$ cat src/rtl/ucsbece154a_uart_tx.sv
// Memory-mapped UART transmitter: TXDATA/STATUS register window, circular byte FIFO
// and an 8N1 serializer with a level interrupt for "drained" or "overflowed".
module ucsbece154a_uart_tx #(
    parameter logic [31:0] BASE_ADDR    = 32'hFFFF_0000,
    parameter int          CLKS_PER_BIT = 16,
    parameter int          DEPTH        = 4
) (
    input  logic        clk,
    input  logic        reset,
    input  logic        we_i,
    input  logic [31:0] a_i,
    input  logic [31:0] wd_i,
    output logic [31:0] rd_o,
    output logic        sel_o,
    output logic        tx_o,
    output logic        irq_o
);

    localparam int PW = $clog2(DEPTH);
    localparam int NW = $clog2(DEPTH + 1);
    localparam int BW = $clog2(CLKS_PER_BIT);
    localparam logic [NW-1:0] FULL_CNT  = NW'(DEPTH);
    localparam logic [BW-1:0] BAUD_LAST = BW'(CLKS_PER_BIT - 1);

    typedef enum logic [1:0] {
        IDLE  = 2'd0,
        START = 2'd1,
        DATA  = 2'd2,
        STOP  = 2'd3
    } state_t;

    state_t          state_r;
    logic [PW-1:0]   wr_ptr_r;
    logic [PW-1:0]   rd_ptr_r;
    logic [NW-1:0]   count_r;
    logic [7:0]      mem_r [DEPTH];
    logic [BW-1:0]   baud_r;
    logic [2:0]      bit_idx_r;
    logic [7:0]      shift_r;
    logic            tx_r;
    logic            irq_r;
    logic            ovf_r;

    logic            sel_s;
    logic            full_s;
    logic            empty_s;
    logic            busy_s;
    logic            push_req_s;
    logic            push_s;
    logic            drop_s;
    logic            clr_s;
    logic            pop_s;
    logic            baud_last_s;
    logic [7:0]      head_s;
    logic [3:0]      status_cnt_s;
    logic [31:0]     rd_s;
    logic            unused_s;

    assign sel_s        = (a_i[31:3] == BASE_ADDR[31:3]);
    assign full_s       = (count_r == FULL_CNT);
    assign empty_s      = (count_r == {NW{1'b0}});
    assign busy_s       = (state_r != IDLE);
    assign baud_last_s  = (baud_r == BAUD_LAST);
    assign head_s       = mem_r[rd_ptr_r];
    assign status_cnt_s = 4'(count_r);

    // A store into a full FIFO is dropped and flags overflow; full is the pre-edge value.
    assign push_req_s = we_i & sel_s & ~a_i[2];
    assign push_s     = push_req_s & ~full_s;
    assign drop_s     = push_req_s & full_s;
    assign clr_s      = we_i & sel_s & a_i[2] & wd_i[3];

    assign unused_s = ^{a_i[1:0], wd_i[31:8]};

    // Pop when the serializer is ready for a new byte: from IDLE, or at STOP expiry.
    always_comb begin
        pop_s = 1'b0;
        case (state_r)
            IDLE:    pop_s = ~empty_s;
            STOP:    pop_s = baud_last_s & ~empty_s;
            default: pop_s = 1'b0;
        endcase
    end

    // Register read mux; the window reads as zero when not selected.
    always_comb begin
        rd_s = 32'd0;
        if (sel_s && a_i[2]) begin
            rd_s = {24'd0, status_cnt_s, ovf_r, busy_s, empty_s, full_s};
        end else begin
            rd_s = 32'd0;
        end
    end

    // FIFO data storage; contents are don't-care until written, so no reset.
    always_ff @(posedge clk) begin
        if (push_s) begin
            mem_r[wr_ptr_r] <= wd_i[7:0];
        end
    end

    // FIFO pointers, occupancy and the sticky overflow flag (set beats clear).
    always_ff @(posedge clk) begin
        if (!reset) begin
            wr_ptr_r <= {PW{1'b0}};
            rd_ptr_r <= {PW{1'b0}};
            count_r  <= {NW{1'b0}};
            ovf_r    <= 1'b0;
        end else begin
            if (push_s) begin
                wr_ptr_r <= wr_ptr_r + PW'(1);
            end
            if (pop_s) begin
                rd_ptr_r <= rd_ptr_r + PW'(1);
            end
            case ({push_s, pop_s})
                2'b10:   count_r <= count_r + NW'(1);
                2'b01:   count_r <= count_r - NW'(1);
                default: count_r <= count_r;
            endcase
            if (drop_s) begin
                ovf_r <= 1'b1;
            end else if (clr_s) begin
                ovf_r <= 1'b0;
            end
        end
    end

    // Serializer FSM; tx_r is loaded with the level of the state being entered.
    always_ff @(posedge clk) begin
        if (!reset) begin
            state_r   <= IDLE;
            baud_r    <= {BW{1'b0}};
            bit_idx_r <= 3'd0;
            shift_r   <= 8'h00;
            tx_r      <= 1'b1;
        end else begin
            case (state_r)
                IDLE: begin
                    baud_r    <= {BW{1'b0}};
                    bit_idx_r <= 3'd0;
                    if (!empty_s) begin
                        shift_r <= head_s;
                        state_r <= START;
                        tx_r    <= 1'b0;
                    end else begin
                        tx_r    <= 1'b1;
                    end
                end
                START: begin
                    if (baud_last_s) begin
                        baud_r    <= {BW{1'b0}};
                        bit_idx_r <= 3'd0;
                        state_r   <= DATA;
                        tx_r      <= shift_r[0];
                    end else begin
                        baud_r    <= baud_r + BW'(1);
                    end
                end
                DATA: begin
                    if (baud_last_s) begin
                        baud_r <= {BW{1'b0}};
                        if (bit_idx_r == 3'd7) begin
                            state_r <= STOP;
                            tx_r    <= 1'b1;
                        end else begin
                            bit_idx_r <= bit_idx_r + 3'd1;
                            shift_r   <= {1'b0, shift_r[7:1]};
                            tx_r      <= shift_r[1];
                        end
                    end else begin
                        baud_r <= baud_r + BW'(1);
                    end
                end
                STOP: begin
                    if (baud_last_s) begin
                        baud_r    <= {BW{1'b0}};
                        bit_idx_r <= 3'd0;
                        if (!empty_s) begin
                            shift_r <= head_s;
                            state_r <= START;
                            tx_r    <= 1'b0;
                        end else begin
                            state_r <= IDLE;
                            tx_r    <= 1'b1;
                        end
                    end else begin
                        baud_r <= baud_r + BW'(1);
                    end
                end
                default: begin
                    state_r   <= IDLE;
                    baud_r    <= {BW{1'b0}};
                    bit_idx_r <= 3'd0;
                    tx_r      <= 1'b1;
                end
            endcase
        end
    end

    // Level interrupt: transmitter fully drained, or a byte was lost.
    always_ff @(posedge clk) begin
        if (!reset) begin
            irq_r <= 1'b0;
        end else begin
            irq_r <= (empty_s & ~busy_s) | ovf_r;
        end
    end

    assign rd_o  = rd_s;
    assign sel_o = sel_s;
    assign tx_o  = tx_r;
    assign irq_o = irq_r;

endmodule
$ cat config.mk
export PLATFORM = sky130hd
export DESIGN_NAME = ucsbece154a_uart_tx
export DESIGN_NICKNAME = d
export VERILOG_FILES = /design/src/rtl/ucsbece154a_uart_tx.sv
export SDC_FILE = /design/constraint.sdc
export NUM_CORES = 1
export LEC_CHECK = 0
export ABC_AREA = 1
export CORE_ASPECT_RATIO = 1.2
export CORE_MARGIN = 2
export CORE_UTILIZATION = 46
export DETAILED_ROUTE_END_ITERATION = 8
export GPL_TIMING_DRIVEN = 0
export PLACE_DENSITY = 0.8
export SYNTH_ARGS = -nofsm -noshare
export SYNTH_HDL_FRONTEND = slang
export SYNTH_SLANG_ARGS = --single-unit
$ cat constraint.sdc
create_clock -name clk -period 3.1 [get_ports clk]
set_input_delay 0.93 -clock clk [delete_from_list [all_inputs] [get_ports clk]]
set_output_delay 0.93 -clock clk [all_outputs]
set_load 0.05 [all_outputs]
# Yosys cells after proc, flatten, opt, wreduce, memory -nomap -nowiden
# Memory sizes are Yosys's and may differ from the RTL's. A register that Yosys moved wholly into a read port is not among the register bits.
# Index checks and enable logic that the tools add are counted.
# word_totals
mem_bits_rw,32
wordCells,92
reg_bits,27
out_inout_bits,35
rom_bits,0
input_bits,67
memories,1
latch_bits,0
# mem_list
name,words,width,read_ports,rd_ports_with_merged_regs,write_ports,line_no,text
mem_r,4,8,1,1,1,36,logic [7:0] mem_r [DEPTH];
# classes
multipliers,0
order_cmp,0
n_mux,33
div_mod_pow,0
eq_ne,16
n_reduce_logical,13
shifts,0
bitwise,13
addsub,6
# op_table
operator,count
$mux W8,4
$eq A29 B29 Y1 const B,1
$pmux W8 S3,1
$mux W2,7
$ne A2 B2 Y1 const B,6
$mux W1,10
$mux W3,3
$pmux W3 S3,1
$and A1 B1 Y1,8
$pmux W2 S4,1
$pmux W4 S2,1
$mux W7,1
$add A3 B1 Y3 const B,2
$eq A2 B2 Y1 const B,3
$eq A3 B3 Y1 const B,2
$pmux W3 S2,1
$reduce_and A3 Y1,2
$reduce_bool A2 Y1,3
$reduce_and A5 Y1,1
$add A2 B1 Y2 const B,2
$add A4 B1 Y4 const B,1
$eq A2 B1 Y1 const B,2
$eq A4 B4 Y1 const B,1
$mux W4,1
13 further kinds,16

# Longest topological paths before layout
# depth
depth_word,6
depth_mapped,13
ltp_nobuf,13

# Worst setup path before layout
# Ideal clock, no wire load.
# synth_timing
path_type,in2out
start,input a_i[8]
end,output rd_o[0]
slack_ns,-0.261
t_arrival_ns,2.431
path_buffers,0
path_stages,7
cell_sequence,nor2_1 -> nand3_1 -> inv_1 -> nand2_1 -> nor2_4 -> nand2_2 -> nor3b_2
# synth_via
elab_chain_len,3
# synth_rtl
item,line_no,text
"start, declared",11,"input logic [31:0] a_i,"
$eq A29 B29 Y1,59,assign sel_s = (a_i[31:3] == BASE_ADDR[31:3]);
via sel_o,14,"output logic sel_o,"
$logic_and A1 B1 Y1,88,if (sel_s && a_i[2]) begin
$mux W7,88,
"end, declared",13,"output logic [31:0] rd_o,"
# The timed path passes the listed nets, and every way through them passes these cells.

# Worst setup path after layout
# layout_timing
start,input a_i[10]
end,output rd_o[0]
# layout_via
elab_chain_len,3
# layout_rtl
item,line_no
$eq A29 B29 Y1,59
$logic_and A1 B1 Y1,88
$mux W7,88
# Every way passes these cells.

==> flow_summary.ini <==
[yosys]
netlist_area_um2 = 3180
synthArstFlopShare_pct = 0
yosys.area.top_type = edfxtp_1
syn_avg_cell_area_um2 = 8.64
ys_top_cells_by_area = edfxtp_1 (30%), dfxtp_1 (18%), nor2_1 (9.1%)
syn_inst = 368
yosys_warnings = 0
synth_edf_count = 32
ys_types = 33
yosys.area.top_type_share_pct = 30.2
synth-seq-cells = 61
yosys_most_used_dff = edfxtp_1
ys_seq_area_share_pct = 48.5

[timing]
fin_hold_ws_ns = 0.453
fin_setup_tns_ns = 0
slew_headroom_pct = 44.8
max_freq_mhz = 330
final-hold-violation-count = 0
timing.final.crit_share_pct = 97.9
period_minus_slack_ns = 3.03
worstMarginPinSlew_ns = 0.826
slew_viol_final = 0
finalSetupViolations = 0
clock_skew_ns = 0.0102

[critical_path]
crit_arrival_ns = 2.10
worstSetupPathType = input port to primary output
cp-start-kind = input port
crit_fanout = 7
cp_common_cell = nand2_4
r2r_cells = 12
cp-end-kind = primary output
required_ns = 2.17
cpMaxStageDelayCell = nor3b_4
worstPathCellList = clkbuf_2, nor2_1, nand2_1, nor2_2, nand2_4, nor2_4, nand2_4, nor3b_4, buf_6
cp_slowest_stage_delay_ns = 0.21

[drt]
drt_iter0_drc = 194
routedWlPerCell_um = 12.1
top_layer = met4
drt_pass1_iterations = 4
wl_met2_um = 3700
routed_wl_um = 6770
vias = 2619
wl_met1_um = 2480
dr_wl_met3_um = 517
postRouteAntennaNets = 0
drc = 0
via_per_inst = 4.69

[cts]
clk_latency_ns = 0.34
cts_max_path_buffers = 2
clk_pin_slew_ns = 0.07
root_buffer = clkbuf_8
cts_buffers = 9
htreeDepth = 3
clock-sinks = 61
cts_tree = built

[global_route]
grt_pass1_vias = 2639
grt_pass1_wl_um = 11400
grt_start_max_net_pins = 12
grtUsageTotal_pct = 19.4
overflow = 0
antenna_found_initial = 0

[final_layout]
antenna_cells = 0
finish.instance_area_um2 = 4080
finalNetCount = 547
fin_util_pct = 60.3
area.growth.synth_to_final_pct = 28.4
final_cells = 558
final_common_cell = nor2_1
drive_above_1_share_pct = 28.0
mostFrequentLayoutCells = nor2_1 (67), nand2_1 (55), buf_4 (42)

[floorplanning]
core.rowCount = 33
start_util_pct = 46.9
pin_count = 102
die_w_um = 79.9
dieArea_um2 = 7590
coreArea_um2 = 6770
die_h_um = 95.1

[flow_run]
drv_cap = 0

[place]
gp_congestion = 0.824
placed_cells = 529
placement.io_buffers = 50
placed_area_um2 = 3920
dp_hpwl_um = 4810

[pwr]
powerDensity_nw_per_um2 = 577
irDropWorstVdd_uv = 261
leakagePower_uw = 0.00183

[worst_hold_path]
hold_path_class = flip-flop to flip-flop
whs_path_depth = 1

[outcome]
status = finished clean
synth_stat cells, types with 2 or more instances:
cell and number:
nand4_1 3, nand2_4 2, o21ai_0 30, o21ai_1 9, a21oi_1 14, inv_2 4, buf_4 28, edfxtp_1 32
nor2_1 77, dfxtp_1 29, buf_6 2, inv_1 32, nand3_1 11, nand3b_1 2, nand2_1 59, nand2_2 3
nor2_4 2, ha_1 13, nor2_2 2
kinds of logic (layout without fill, tap and decap cells):
kind of cell,count (synthesis),in the layout,share of synthesized area [%]
AOI/OAI and AO/OA,56,56,9.41
xor gates and xnor gates,2,2,0.551
adders and majority gates,14,14,5.75
buffers and inverters,69,148,12.4
DFF,61,61,48.5
other,1,25,0.118
and+or+nand+nor,165,165,23.3
per-layer routing:
metal | GRT usage [%] | up-vias
met1 | 20.4 | 1170
met2 | 37.4 | 108
met3 | 3.98 | 6
met4 | 7.63 | 0
li1 | - | 1335
met5 | 0 | -
path summary, 6_finish.rpt:
| kind | from | to | slack [ns] |
|---|---|---|---|
| worst max-delay path | a_i[10] | rd_o[0] | 0.07 |
| worst min-delay path | baud_r[0] | baud_r[0] | 0.45 |
| worst max register to register | state_r[0] | count_r[2] | 0.67 |
| worst min register to register | baud_r[0] | baud_r[0] | 0.45 |
state kept, by name, summed over array words and instances, names as in the netlist, named ones only:
register   count
state_r        2
shift_r        8
irq_o          1
count_r        3
rd_ptr_r       2
wr_ptr_r       2
baud_r         4
mem_r         32
bit_idx_r      3
tx_o           1
ovf_r          1
final cells by class:
type,count,area (um2)
plain buffers,31,246
clock buffers,10,138
clock inverters,6,62.6
fillers,609,2690
inverters,38,148
multi-input cells,262,1400
flip-flops and latches,61,1540
well taps,87,109
repair buffers,63,439
worst max-delay path, delay by kind of cell:
| kind | cells | cell delay [ns] |
|---|---|---|
| buf+inv | 2 | 0.27 |
| simple gates | 7 | 0.91 |
where the power goes:
group          leakage (uW)  switching [uW]  internal (uW)
registers          0.000523            39.9            908
clock network     0.0000959             310            390
logic               0.00121             461            246
per-stage QoR:
| stage | setup WS [ns] | power, uW |
|---|---|---|
| after floorplan | -0.0909 | 1500 |
| after global placement | -0.935 | 1650 |
| after detailed placement | -0.956 | 1670 |
| after CTS | 0.000119 | 2370 |
| after global routing | -0.0217 | 2480 |
| final | 0.0656 | 2350 |
timing repair:
item	4_1_cts	5_1_grt
pin swaps	26	27
endpoints found under the setup margin	8	42
hold buffers	0	0
gates resized for setup	77	61
buffers inserted	13	0
Note: power is estimated with default switching activity, not from simulation.
